<file path="src/rtl/div_sequencer_pkg.sv">
// Shared types and constants for the EXE-stage divider sequencer.
package div_sequencer_pkg;

  localparam int DW_DEFAULT = 32;

  typedef enum logic [2:0] {
    S_IDLE  = 3'd0,
    S_ISSUE = 3'd1,
    S_WAIT  = 3'd2,
    S_DONE  = 3'd3,
    S_DRAIN = 3'd4
  } div_state_e;

endpackage

</file>
<file path="src/rtl/div_result_cache.sv">
// Single-entry cache of the last completed divide, so a mod that follows a div
// on the same operands skips the core. Instantiated only under DIV_CACHE_EN.
module div_result_cache
  import div_sequencer_pkg::*;
#(
  parameter int DW = DW_DEFAULT
) (
  input  logic          clk,
  input  logic          reset,
  input  logic          fill_i,
  input  logic          fill_signed_i,
  input  logic [DW-1:0] fill_src1_i,
  input  logic [DW-1:0] fill_src2_i,
  input  logic [DW-1:0] fill_quo_i,
  input  logic [DW-1:0] fill_rem_i,
  input  logic          lookup_signed_i,
  input  logic [DW-1:0] lookup_src1_i,
  input  logic [DW-1:0] lookup_src2_i,
  output logic          hit_o,
  output logic [DW-1:0] hit_quo_o,
  output logic [DW-1:0] hit_rem_o
);

  logic          valid_q;
  logic          signed_q;
  logic [DW-1:0] src1_q;
  logic [DW-1:0] src2_q;
  logic [DW-1:0] quo_q;
  logic [DW-1:0] rem_q;

  always_ff @(posedge clk) begin
    if (reset) begin
      valid_q  <= 1'b0;
      signed_q <= 1'b0;
      src1_q   <= '0;
      src2_q   <= '0;
      quo_q    <= '0;
      rem_q    <= '0;
    end else if (fill_i) begin
      valid_q  <= 1'b1;
      signed_q <= fill_signed_i;
      src1_q   <= fill_src1_i;
      src2_q   <= fill_src2_i;
      quo_q    <= fill_quo_i;
      rem_q    <= fill_rem_i;
    end
  end

  assign hit_o = valid_q && (signed_q == lookup_signed_i) &&
                 (src1_q == lookup_src1_i) && (src2_q == lookup_src2_i);
  assign hit_quo_o = quo_q;
  assign hit_rem_o = rem_q;

endmodule

</file>
<file path="src/rtl/div_sequencer.sv">
// Sequences one div/mod request onto the signed/unsigned divider cores and holds
// the result for EXE; drains stale results on flush. DIV_CACHE_EN adds a result cache.
module div_sequencer
  import div_sequencer_pkg::*;
#(
  parameter int DW = DW_DEFAULT
) (
  input  logic            clk,
  input  logic            reset,
  input  logic            req_valid_i,
  input  logic            req_signed_i,
  input  logic            req_mod_i,
  input  logic [DW-1:0]   req_src1_i,
  input  logic [DW-1:0]   req_src2_i,
  input  logic            flush_i,
  input  logic            res_ack_i,
  output logic            res_valid_o,
  output logic [DW-1:0]   res_data_o,
  output logic            busy_o,
  output logic [DW-1:0]   div_src1_o,
  output logic [DW-1:0]   div_src2_o,
  output logic            sdiv_tvalid_o,
  output logic            udiv_tvalid_o,
  input  logic            sdiv_tready_i,
  input  logic            udiv_tready_i,
  input  logic            sdiv_dout_valid_i,
  input  logic            udiv_dout_valid_i,
  input  logic [2*DW-1:0] sdiv_dout_i,
  input  logic [2*DW-1:0] udiv_dout_i
);

  div_state_e    state_q, state_d;
  logic          kill_q, kill_d;
  logic          signed_q, signed_d;
  logic          mod_q, mod_d;
  logic [DW-1:0] src1_q, src1_d;
  logic [DW-1:0] src2_q, src2_d;
  logic [DW-1:0] quo_q, quo_d;
  logic [DW-1:0] rem_q, rem_d;

  logic            sel_tready;
  logic            sel_dout_valid;
  logic [2*DW-1:0] sel_dout;

  assign sel_tready     = signed_q ? sdiv_tready_i     : udiv_tready_i;
  assign sel_dout_valid = signed_q ? sdiv_dout_valid_i : udiv_dout_valid_i;
  assign sel_dout       = signed_q ? sdiv_dout_i       : udiv_dout_i;

`ifdef DIV_CACHE_EN
  logic          cache_hit;
  logic [DW-1:0] cache_quo;
  logic [DW-1:0] cache_rem;
  logic          cache_fill;

  // Only a clean WAIT->DONE completion may populate the cache.
  assign cache_fill = (state_q == S_WAIT) && sel_dout_valid && !flush_i;

  div_result_cache #(.DW(DW)) u_cache (
    .clk             (clk),
    .reset           (reset),
    .fill_i          (cache_fill),
    .fill_signed_i   (signed_q),
    .fill_src1_i     (src1_q),
    .fill_src2_i     (src2_q),
    .fill_quo_i      (sel_dout[2*DW-1:DW]),
    .fill_rem_i      (sel_dout[DW-1:0]),
    .lookup_signed_i (req_signed_i),
    .lookup_src1_i   (req_src1_i),
    .lookup_src2_i   (req_src2_i),
    .hit_o           (cache_hit),
    .hit_quo_o       (cache_quo),
    .hit_rem_o       (cache_rem)
  );
`endif

  always_ff @(posedge clk) begin
    if (reset) begin
      state_q  <= S_IDLE;
      kill_q   <= 1'b0;
      signed_q <= 1'b0;
      mod_q    <= 1'b0;
      src1_q   <= '0;
      src2_q   <= '0;
      quo_q    <= '0;
      rem_q    <= '0;
    end else begin
      state_q  <= state_d;
      kill_q   <= kill_d;
      signed_q <= signed_d;
      mod_q    <= mod_d;
      src1_q   <= src1_d;
      src2_q   <= src2_d;
      quo_q    <= quo_d;
      rem_q    <= rem_d;
    end
  end

  always_comb begin
    state_d  = state_q;
    kill_d   = kill_q;
    signed_d = signed_q;
    mod_d    = mod_q;
    src1_d   = src1_q;
    src2_d   = src2_q;
    quo_d    = quo_q;
    rem_d    = rem_q;
    case (state_q)
      S_IDLE: begin
        if (req_valid_i && !flush_i) begin
          signed_d = req_signed_i;
          mod_d    = req_mod_i;
          src1_d   = req_src1_i;
          src2_d   = req_src2_i;
          state_d  = S_ISSUE;
`ifdef DIV_CACHE_EN
          if (cache_hit) begin
            quo_d   = cache_quo;
            rem_d   = cache_rem;
            state_d = S_DONE;
          end
`endif
        end
      end
      // The handshake must complete even when killed, or the core would be left mid-transfer.
      S_ISSUE: begin
        if (sel_tready) begin
          if (kill_q || flush_i) begin
            kill_d  = 1'b1;
            state_d = S_DRAIN;
          end else begin
            state_d = S_WAIT;
          end
        end else if (flush_i) begin
          kill_d = 1'b1;
        end
      end
      S_WAIT: begin
        if (sel_dout_valid) begin
          if (flush_i) begin
            state_d = S_IDLE;
          end else begin
            quo_d   = sel_dout[2*DW-1:DW];
            rem_d   = sel_dout[DW-1:0];
            state_d = S_DONE;
          end
        end else if (flush_i) begin
          state_d = S_DRAIN;
        end
      end
      S_DONE: begin
        if (flush_i || res_ack_i) state_d = S_IDLE;
      end
      S_DRAIN: begin
        if (sel_dout_valid) begin
          kill_d  = 1'b0;
          state_d = S_IDLE;
        end
      end
      default: state_d = S_IDLE;
    endcase
  end

  assign busy_o        = (state_q != S_IDLE);
  assign res_valid_o   = (state_q == S_DONE);
  assign res_data_o    = mod_q ? rem_q : quo_q;
  assign div_src1_o    = src1_q;
  assign div_src2_o    = src2_q;
  assign sdiv_tvalid_o = (state_q == S_ISSUE) && signed_q;
  assign udiv_tvalid_o = (state_q == S_ISSUE) && !signed_q;

endmodule

</file>
<file path="config.mk">
export PLATFORM = sky130hd
export DESIGN_NAME = div_sequencer
export DESIGN_NICKNAME = d
export VERILOG_FILES = /design/src/rtl/div_sequencer_pkg.sv /design/src/rtl/div_result_cache.sv /design/src/rtl/div_sequencer.sv
export SDC_FILE = /design/constraint.sdc
export NUM_CORES = 1
export LEC_CHECK = 0
export ABC_AREA = 1
export CAP_MARGIN = 40
export CELL_PAD_IN_SITES_DETAIL_PLACEMENT = 0
export CELL_PAD_IN_SITES_GLOBAL_PLACEMENT = 1
export CORE_UTILIZATION = 26
export DETAILED_ROUTE_END_ITERATION = 12
export GPL_TIMING_DRIVEN = 1
export HOLD_SLACK_MARGIN = 0.08
export PLACE_DENSITY = 0.89
export RECOVER_POWER = 25
export SLEW_MARGIN = 30
export SYNTH_ARGS = -nofsm -noshare
export SYNTH_HDL_FRONTEND = slang
export SYNTH_HIERARCHICAL = 1
export SYNTH_SLANG_ARGS = --single-unit
export TNS_END_PERCENT = 1
</file>
<file path="constraint.sdc">
create_clock -name clk -period 1.55 [get_ports clk]
set_input_delay 0.2325 -clock clk [delete_from_list [all_inputs] [get_ports clk]]
set_output_delay 0.2325 -clock clk [all_outputs]
set_load 0.01 [all_outputs]
</file>
* After elaboration in Yosys (flattened, before gate mapping) *
Index checks and enable logic that the tools add are counted.

storage, ports and cells
  register bits = 134
  logic and storage cells = 52

cells by class
  equal/unequal tests = 11
  bitwise logic cells = 1
  mux-type cells = 18
  reductions and logical operators = 14

operators with widths
  operator                                               number
  2-to-1 mux 64 bit                                      1
  2-to-1 mux 32 bit                                      1
  2-to-1 mux 3 bit                                       7
  one-hot mux 3 bit (5 select lines)                     1
  inequality test 3 bit, second input constant           3
  equality test 3 x 2 -> 1 bit, second input constant    2
  2-to-1 mux 1 bit                                       6
  inequality test 2 bit, second input constant           3
  AND reduction 5 bit                                    1
  AND reduction 4 bit                                    1
  equality test 3 x 1 -> 1 bit, second input constant    1
  equality test 3 bit, second input constant             1
  logical AND 1 bit                                      3
  logical NOT 3 bit                                      1
  AND reduction 3 bit                                    1
  nonzero test 3 bit                                     1
  logical NOT 1 bit                                      2
  logical OR 1 bit                                       2
  2-to-1 mux 2 bit                                       1
  inequality test 2 x 1 -> 1 bit, second input constant  1
  one-hot mux 1 bit (2 select lines)                     1
  AND reduction 2 bit                                    1
  nonzero test 2 bit                                     1
  NOT 1 bit                                              1

* Longest topological paths before layout *
Gate-level depths: netlist (run 1).

  depth in word-level cells = 4
  depth in mapped cells = 9
  gate-level depth less buffers = 9

* Worst setup path before layout (run 1) *
Ideal clock, no wire load.

  path kind = register to register
  start = reg state_q[2]
  end = reg src1_q[24], in the netlist div_src1_o[24]
  slack = 0.288 ns
  setup time = 0.116 ns
  arrival = 1.146 ns
  cell stages (with the launch flop) = 7
  clock period less this slack = 1.262 ns
  data required time = 1.434 ns
  cells stage by stage = dfxtp_1 > nor2_2 > nand4_2 > buf_2 > clkbuf_1 > o21ai_0 > nor2_1

on the way
  word-level cells in the longest chain between the ends = 2

RTL lines
  what                                  line                  RTL
  start, declared                       div_sequencer.sv:32   div_state_e state_q, state_d;
  start signal, assigned                div_sequencer.sv:87   state_q <= state_d;
  logical NOT 3 bit                     div_sequencer.sv:107  case (state_q)
  AND reduction 2 bit (no source line)  n/a
  end signal, assigned                  div_sequencer.sv:91   src1_q <= src1_d;
  end, declared                         div_sequencer.sv:36   logic [DW-1:0] src1_q, src1_d;

No other way between the ends.
A chain may end at the register's enable or synchronous reset.

* Final worst setup path (run 1) *
  start = reg mod_q
  end = out res_data_o[22]

on the way
  word-level cells in the longest chain between the ends = 1

RTL lines
  what                    line                  RTL
  start, declared         div_sequencer.sv:35   logic mod_q, mod_d;
  start signal, assigned  div_sequencer.sv:90   mod_q <= mod_d;
  2-to-1 mux 32 bit       div_sequencer.sv:165  assign res_data_o = mod_q ? rem_q : quo_q;
  end, declared           div_sequencer.sv:18   output logic [DW-1:0] res_data_o,

No other way between the ends.

==> results of run 1 <==
through the flow:
step	hold slack [ps]	power, uW
after CTS	359	13100
after detailed placement	465	8820
after global routing	379	13800
after floorplan	302	6460
final	386	13000
after global placement	456	8780
area by class of cell:
type | count | area (um2)
clock buffer | 18 | 439
clock inverter | 14 | 163
fill | 2119 | 11200
inverter | 47 | 178
multi-input combinational | 567 | 2670
sequential | 134 | 2700
tap | 275 | 344
timing repair buffer | 349 | 3530
cells in the final DEF, fill, tap and decap left out, drive strengths merged:
| cell type | netlist | routed |
|---|---|---|
| a21oi | 6 | 6 |
| a22oi | 1 | 1 |
| a31oi | 64 | 64 |
| buf | 24 | 78 |
| bufinv | 0 | 2 |
| clkbuf | 39 | 25 |
| clkdlybuf4s15 | 0 | 2 |
| clkdlybuf4s25 | 0 | 34 |
| clkdlybuf4s50 | 0 | 204 |
| clkinv | 0 | 2 |
| clkinvlp | 0 | 4 |
| dfxtp | 134 | 134 |
| dlygate4sd2 | 0 | 24 |
| inv | 47 | 53 |
| mux2 | 1 | 1 |
| nand2 | 178 | 178 |
| nand3 | 8 | 8 |
| nand4 | 2 | 2 |
| nor2 | 142 | 142 |
| nor3 | 1 | 1 |
| o21ai | 164 | 164 |
how the worst min path moves through the flow:
stage                          from          to
finish              sdiv_dout_i[11]   rem_q[11]
global route        udiv_dout_i[12]   rem_q[12]
CTS                 sdiv_dout_i[35]    quo_q[3]
detailed placement           kill_q      kill_q
global placement             kill_q      kill_q
floorplan                     reset  state_q[0]
logic make-up after synthesis:
logic type,count (synthesis),share of synthesized area [%]
AO/OA/AOI/OAI,235,22.1
AND/OR/NAND/NOR,331,22.3
flip-flops,134,47.1
buffers and inverters,110,8.34
multiplexers,1,0.198
sequential cells by signal, indices dropped and copies added (netlist names):
register    flops
mod_q           1
kill_q          1
quo_q          32
rem_q          32
div_src2_o     32
signed_q        1
div_src1_o     32
state_q         3
power breakdown:
part	switching [uW]	internal, uW	leakage [uW]
Sequential	372	4070	0.00110
Clock	1700	2460	0.000283
Combinational	2190	2190	0.00268
Total	4260	8720	0.00406
timing repair:
item	in CTS	in global routing
hold buffers	0	0
gates resized for setup	241	67
setup buffers	1	1
gates cloned	3	3
pin swaps	6	1
setup endpoints to repair	60	95
critical path: stages, from the launching register on:
cell	delay (ps)
dfxtp_4	420
buf_12	180
buf_12	140
nand2_1	50
o21ai_1	80
buf_2	160
metal layers:
| metal | vias to the layer above | global-route usage (%) |
|---|---|---|
| met5 | - | 0 |
| met4 | 0 | 6.36 |
| met3 | 23 | 6.86 |
| met2 | 256 | 29.1 |
| met1 | 2877 | 19.6 |
| li1 | 3291 | - |
==> reports/qor.txt, run 1 <==
status - finished, violations left
failing checks - setup timing
H-tree levels - 4
reg-to-reg setup timing slack - 100 ps
cell area after layout - 0.0100 mm2
Clock Tree Root - clkbuf_16
Post-synth top cells - nand2_1 (178), nor2_1 (140), dfxtp_1 (134)
DR vias - 6447
Cells after Synth - 811
syn avg cell area - 7.03 um2
Crit path arrival time - 1460 ps
number of DRC markers in iteration 0 - 132
CP Launch Type - flip-flop
Synth Cell Area - 0.00570 mm2
hold crit path type - input pin to flip-flop
DR pass1 iterations - 4
Post-Place Cell Area - 0.00928 mm2
CTS tree - yes
Max Cap Viol - 0
RSZ-0062 raised after global routing - yes
post-layout minimum cycle time - 1690 ps
post-synth cell types - 21
Pins Over Slew Limit - 0
CP Capture Type - primary output
EDFF count, synth - 0
area of the core - 0.0212 mm2
cts bufs inserted - 17
Yosys warning count - 6
DIE WIDTH - 150 um
share of cells above drive strength 1 - 14.6%
FP Rows - 53
Power per Cell Area - 1300 mW/mm2
vias in the first global route - 6017
clock slew at reported path FFs - 70 ps
die extent in y - 150 um
final hold vios - 0
Core Util, Final - 47.2%
remaining global-route overflow - 0
most common flop cell mapped by yosys - dfxtp_1
leakage - 0.00406 uW
largest net degree at the start of global routing - 72
Starting Density - 26.9%
Crit Path Max Fanout - 8
Critical Path RT - 1320 ps
worst reg2reg path startpoint - state_q[2]
post-synthesis sequential element count - 134
Die Area - 0.0225 mm2
Yosys top cell area share - 47.1%
total track usage - 17.3%
DR vias/cell - 4.59
CTS max path bufs - 2
Port Buffers - 302
fin worst setup slack - -138 ps
antenna-violating nets left - 0
highest clock rate - 0.592 GHz
Peak VDD IR - 0.648 mV
Yosys top cell by area - dfxtp_1
post-synthesis sequential area ratio - 47.1%
CP startpoint - mod_q
Top Layer Used - met4
Least-Margin Pin Slew - 708 ps
met2 wire len - 9020 um
Worst slew margin - 52.8%
Hold Crit Depth - 3
crit path to - res_data_o[22]
fin cells - 1404
# DRC - 0
gpl congestion - 0.848
Post-Syn Nets - 1014
met1 wire length - 8420 um
count leader, synth - nand2_1
Sink Count - 134
DP HPWL - 13700 um
global-route wire length before repair - 30100 um
Critical R2R Capture - quo_q[22]
setup TNS - -2620 ps
# diodes - 0
area grow syn2layout - 75.7%
WL/cell - 14.1 um
Post-Route WL - 19900 um
ranking of synthesized cells by area - dfxtp_1 (47%), nand2_1 (12%), o21ai_0 (9.8%), nor2_1 (9.2%), a31oi_1 (7.0%)
I/O pins - 303
Clock Latency Late Sink - 410 ps
CP Class - flip-flop to primary output
metal3 WL - 2060 um
final period utilization - 109%
final setup fails - 33
Reg2Reg Depth - 7
share of synthesized flip-flops with an asynchronous set or reset - 0%
Place WS - -220 ps
Nets - 1319
initial antenna violation count - 0
Layout Skew - 10.1 ps
dpl cells - 1364
Power figures use the tool's default switching activity.
==> inputs of run 2 (changes only) <==
--- a/config.mk
+++ b/config.mk
@@ -13,7 +13,7 @@
 export DETAILED_ROUTE_END_ITERATION = 12
 export GPL_TIMING_DRIVEN = 1
 export HOLD_SLACK_MARGIN = 0.08
-export PLACE_DENSITY = 0.89
+export PLACE_DENSITY = 0.75
 export RECOVER_POWER = 25
 export SLEW_MARGIN = 30
 export SYNTH_ARGS = -nofsm -noshare
==> reports/qor.txt, run 2 (same netlist as run 1, synthesis figures left out) <==
area of the core - 0.0212 mm2
remaining global-route overflow - 0
commonest non-fill, non-tap cell in the layout - clkdlybuf4s50_1
post-layout minimum cycle time - 1660 ps
number of DRC markers in iteration 0 - 186
Layout Skew - 7.40 ps
area grow syn2layout - 75.1%
FP Rows - 53
Die Area - 0.0225 mm2
Pins Over Slew Limit - 0
Port Buffers - 302
final period utilization - 107%
Max Cap Viol - 0
hold crit path type - input pin to flip-flop
Post-CTS Hold Buffers - 0
Nets - 1326
Sink Count - 134
largest net degree at the start of global routing - 50
gpl congestion - 0.835
Crit Path Max Fanout - 7
Post-Place Cell Area - 0.00930 mm2
final setup fails - 30
DIE WIDTH - 150 um
leakage - 0.00406 uW
antenna-violating nets left - 0
H-tree levels - 4
total track usage - 18.3%
Crit path arrival time - 1430 ps
clock slew at reported path FFs - 70 ps
highest clock rate - 0.603 GHz
DP HPWL - 14900 um
Starting Density - 26.9%
final hold vios - 0
CTS tree - yes
commonest non-fill, non-tap cells in the layout - clkdlybuf4s50_1 (206), nand2_1 (164), nor2_1 (139), dfxtp_1 (129), o21ai_0 (84)
cell area after layout - 0.00998 mm2
RSZ-0062 raised after global routing - yes
Hold WS - 385 ps
WL/cell - 14.6 um
CP Launch Type - flip-flop
CP Capture Type - primary output
Least-Margin Pin Slew - 497 ps
# diodes - 0
initial antenna violation count - 0
CTS max path bufs - 2
Clock Latency Late Sink - 410 ps
Clock Tree Root - clkbuf_16
Critical Path RT - 1320 ps
cts bufs inserted - 17
CP Class - flip-flop to primary output
Peak VDD IR - 0.667 mV
Post-Route WL - 20500 um
area of the multi-input gates - 0.00265 mm2
DR vias/cell - 4.49
global-route wire length before repair - 31800 um
# DRC - 0
Power per Cell Area - 1310 mW/mm2
share of cells above drive strength 1 - 14.3%
status - finished, violations left
fin worst setup slack - -110 ps
Worst slew margin - 66.9%
failing checks - setup timing
FF+latch area - 0.00269 mm2
vias in the first global route - 6169
DR vias - 6338
die extent in y - 150 um
Filler cells - 2150
I/O pins - 303
DR pass1 iterations - 4
-- run 2: cell types whose count changed in the layout (fill, tap and decap cells not counted), moves of 3 or more --
| cell | delta |
|---|---|
| buf_6 | +5 |
| buf_2 | -5 |
| dlygate4sd2_1 | -5 |
| buf_12 | -4 |
| nand2_2 | -8 |
| clkbuf_2 | +3 |
| buf_4 | +11 |
| nand2_1 | +7 |
| clkinvlp_4 | -4 |
| clkdlybuf4s25_1 | +3 |
-- run 2: metal layers --
| metal | part of all wire, % | routed length, um | up-vias | global-route usage (%) |
|---|---|---|---|---|
| met1 | 43 | 8830 | 2803 | 21.4 |
| met2 | 45 | 9320 | 241 | 30.7 |
| met4 | 0.63 | 129 | 0 | 4.39 |
| met5 | 0 | 0 | - | 0 |
| met3 | 11 | 2260 | 5 | 8.05 |
| li1 | - | - | 3289 | - |
-- run 2: per-stage QoR --
| stage | std cells | total power [uW] | worst slack [ps] | setup TNS [ps] | util, % |
|---|---|---|---|---|---|
| 2_1_floorplan | 811 | 6460 | 288 | 0 | - |
| 3_3_place_gp | 1375 | 8810 | -158 | -17110 | 43.8 |
| 3_5_place_dp | 1375 | 8830 | -210 | -21780 | 43.8 |
| 4_1_cts | 1411 | 13300 | -181 | -3460 | 46.8 |
| 5_1_grt | 1411 | 13900 | -185 | -4190 | 47.0 |
| 6_report | 1411 | 13100 | -110 | -1890 | 47.0 |
-- run 2: final cells by class --
class                   instances  share of cell area (%)
clock buffers                  18                    4.40
clock inverters                14                    1.88
inverters                      47                    1.78
multi-input cells             567                    26.6
flip-flops and latches        134                    27.0
well taps                     275                    3.45
repair buffers                356                    34.9
-- run 2: report_power, final --
group,internal (uW),total [uW],switching (uW)
registers,4070,4420,352
logic,2120,4300,2190
clock network,2630,4340,1710
-- run 2: critical path, stage by stage, from the launching register on --
cell	delay [ps]
dfxtp_4	400
buf_12	160
clkbuf_16	150
o21ai_1	140
buf_2	150
-- run 2: worst paths after layout --
check	from	end	slack (ps)	cells past startpoint
setup / recovery	mod_q	res_data_o[24]	-110	4
hold / removal	sdiv_dout_i[4]	rem_q[4]	390	3
setup reg to reg	signed_q	rem_q[20]	130	8
hold reg to reg	kill_q	kill_q	470	2
-- run 2: repair_timing --
action | 4_1_cts | 5_1_grt
resized for setup | 221 | 82
cloned | 2 | 1
pin swaps | 8 | 5
endpoints found under the setup margin | 54 | 112
setup buffers | 2 | 0
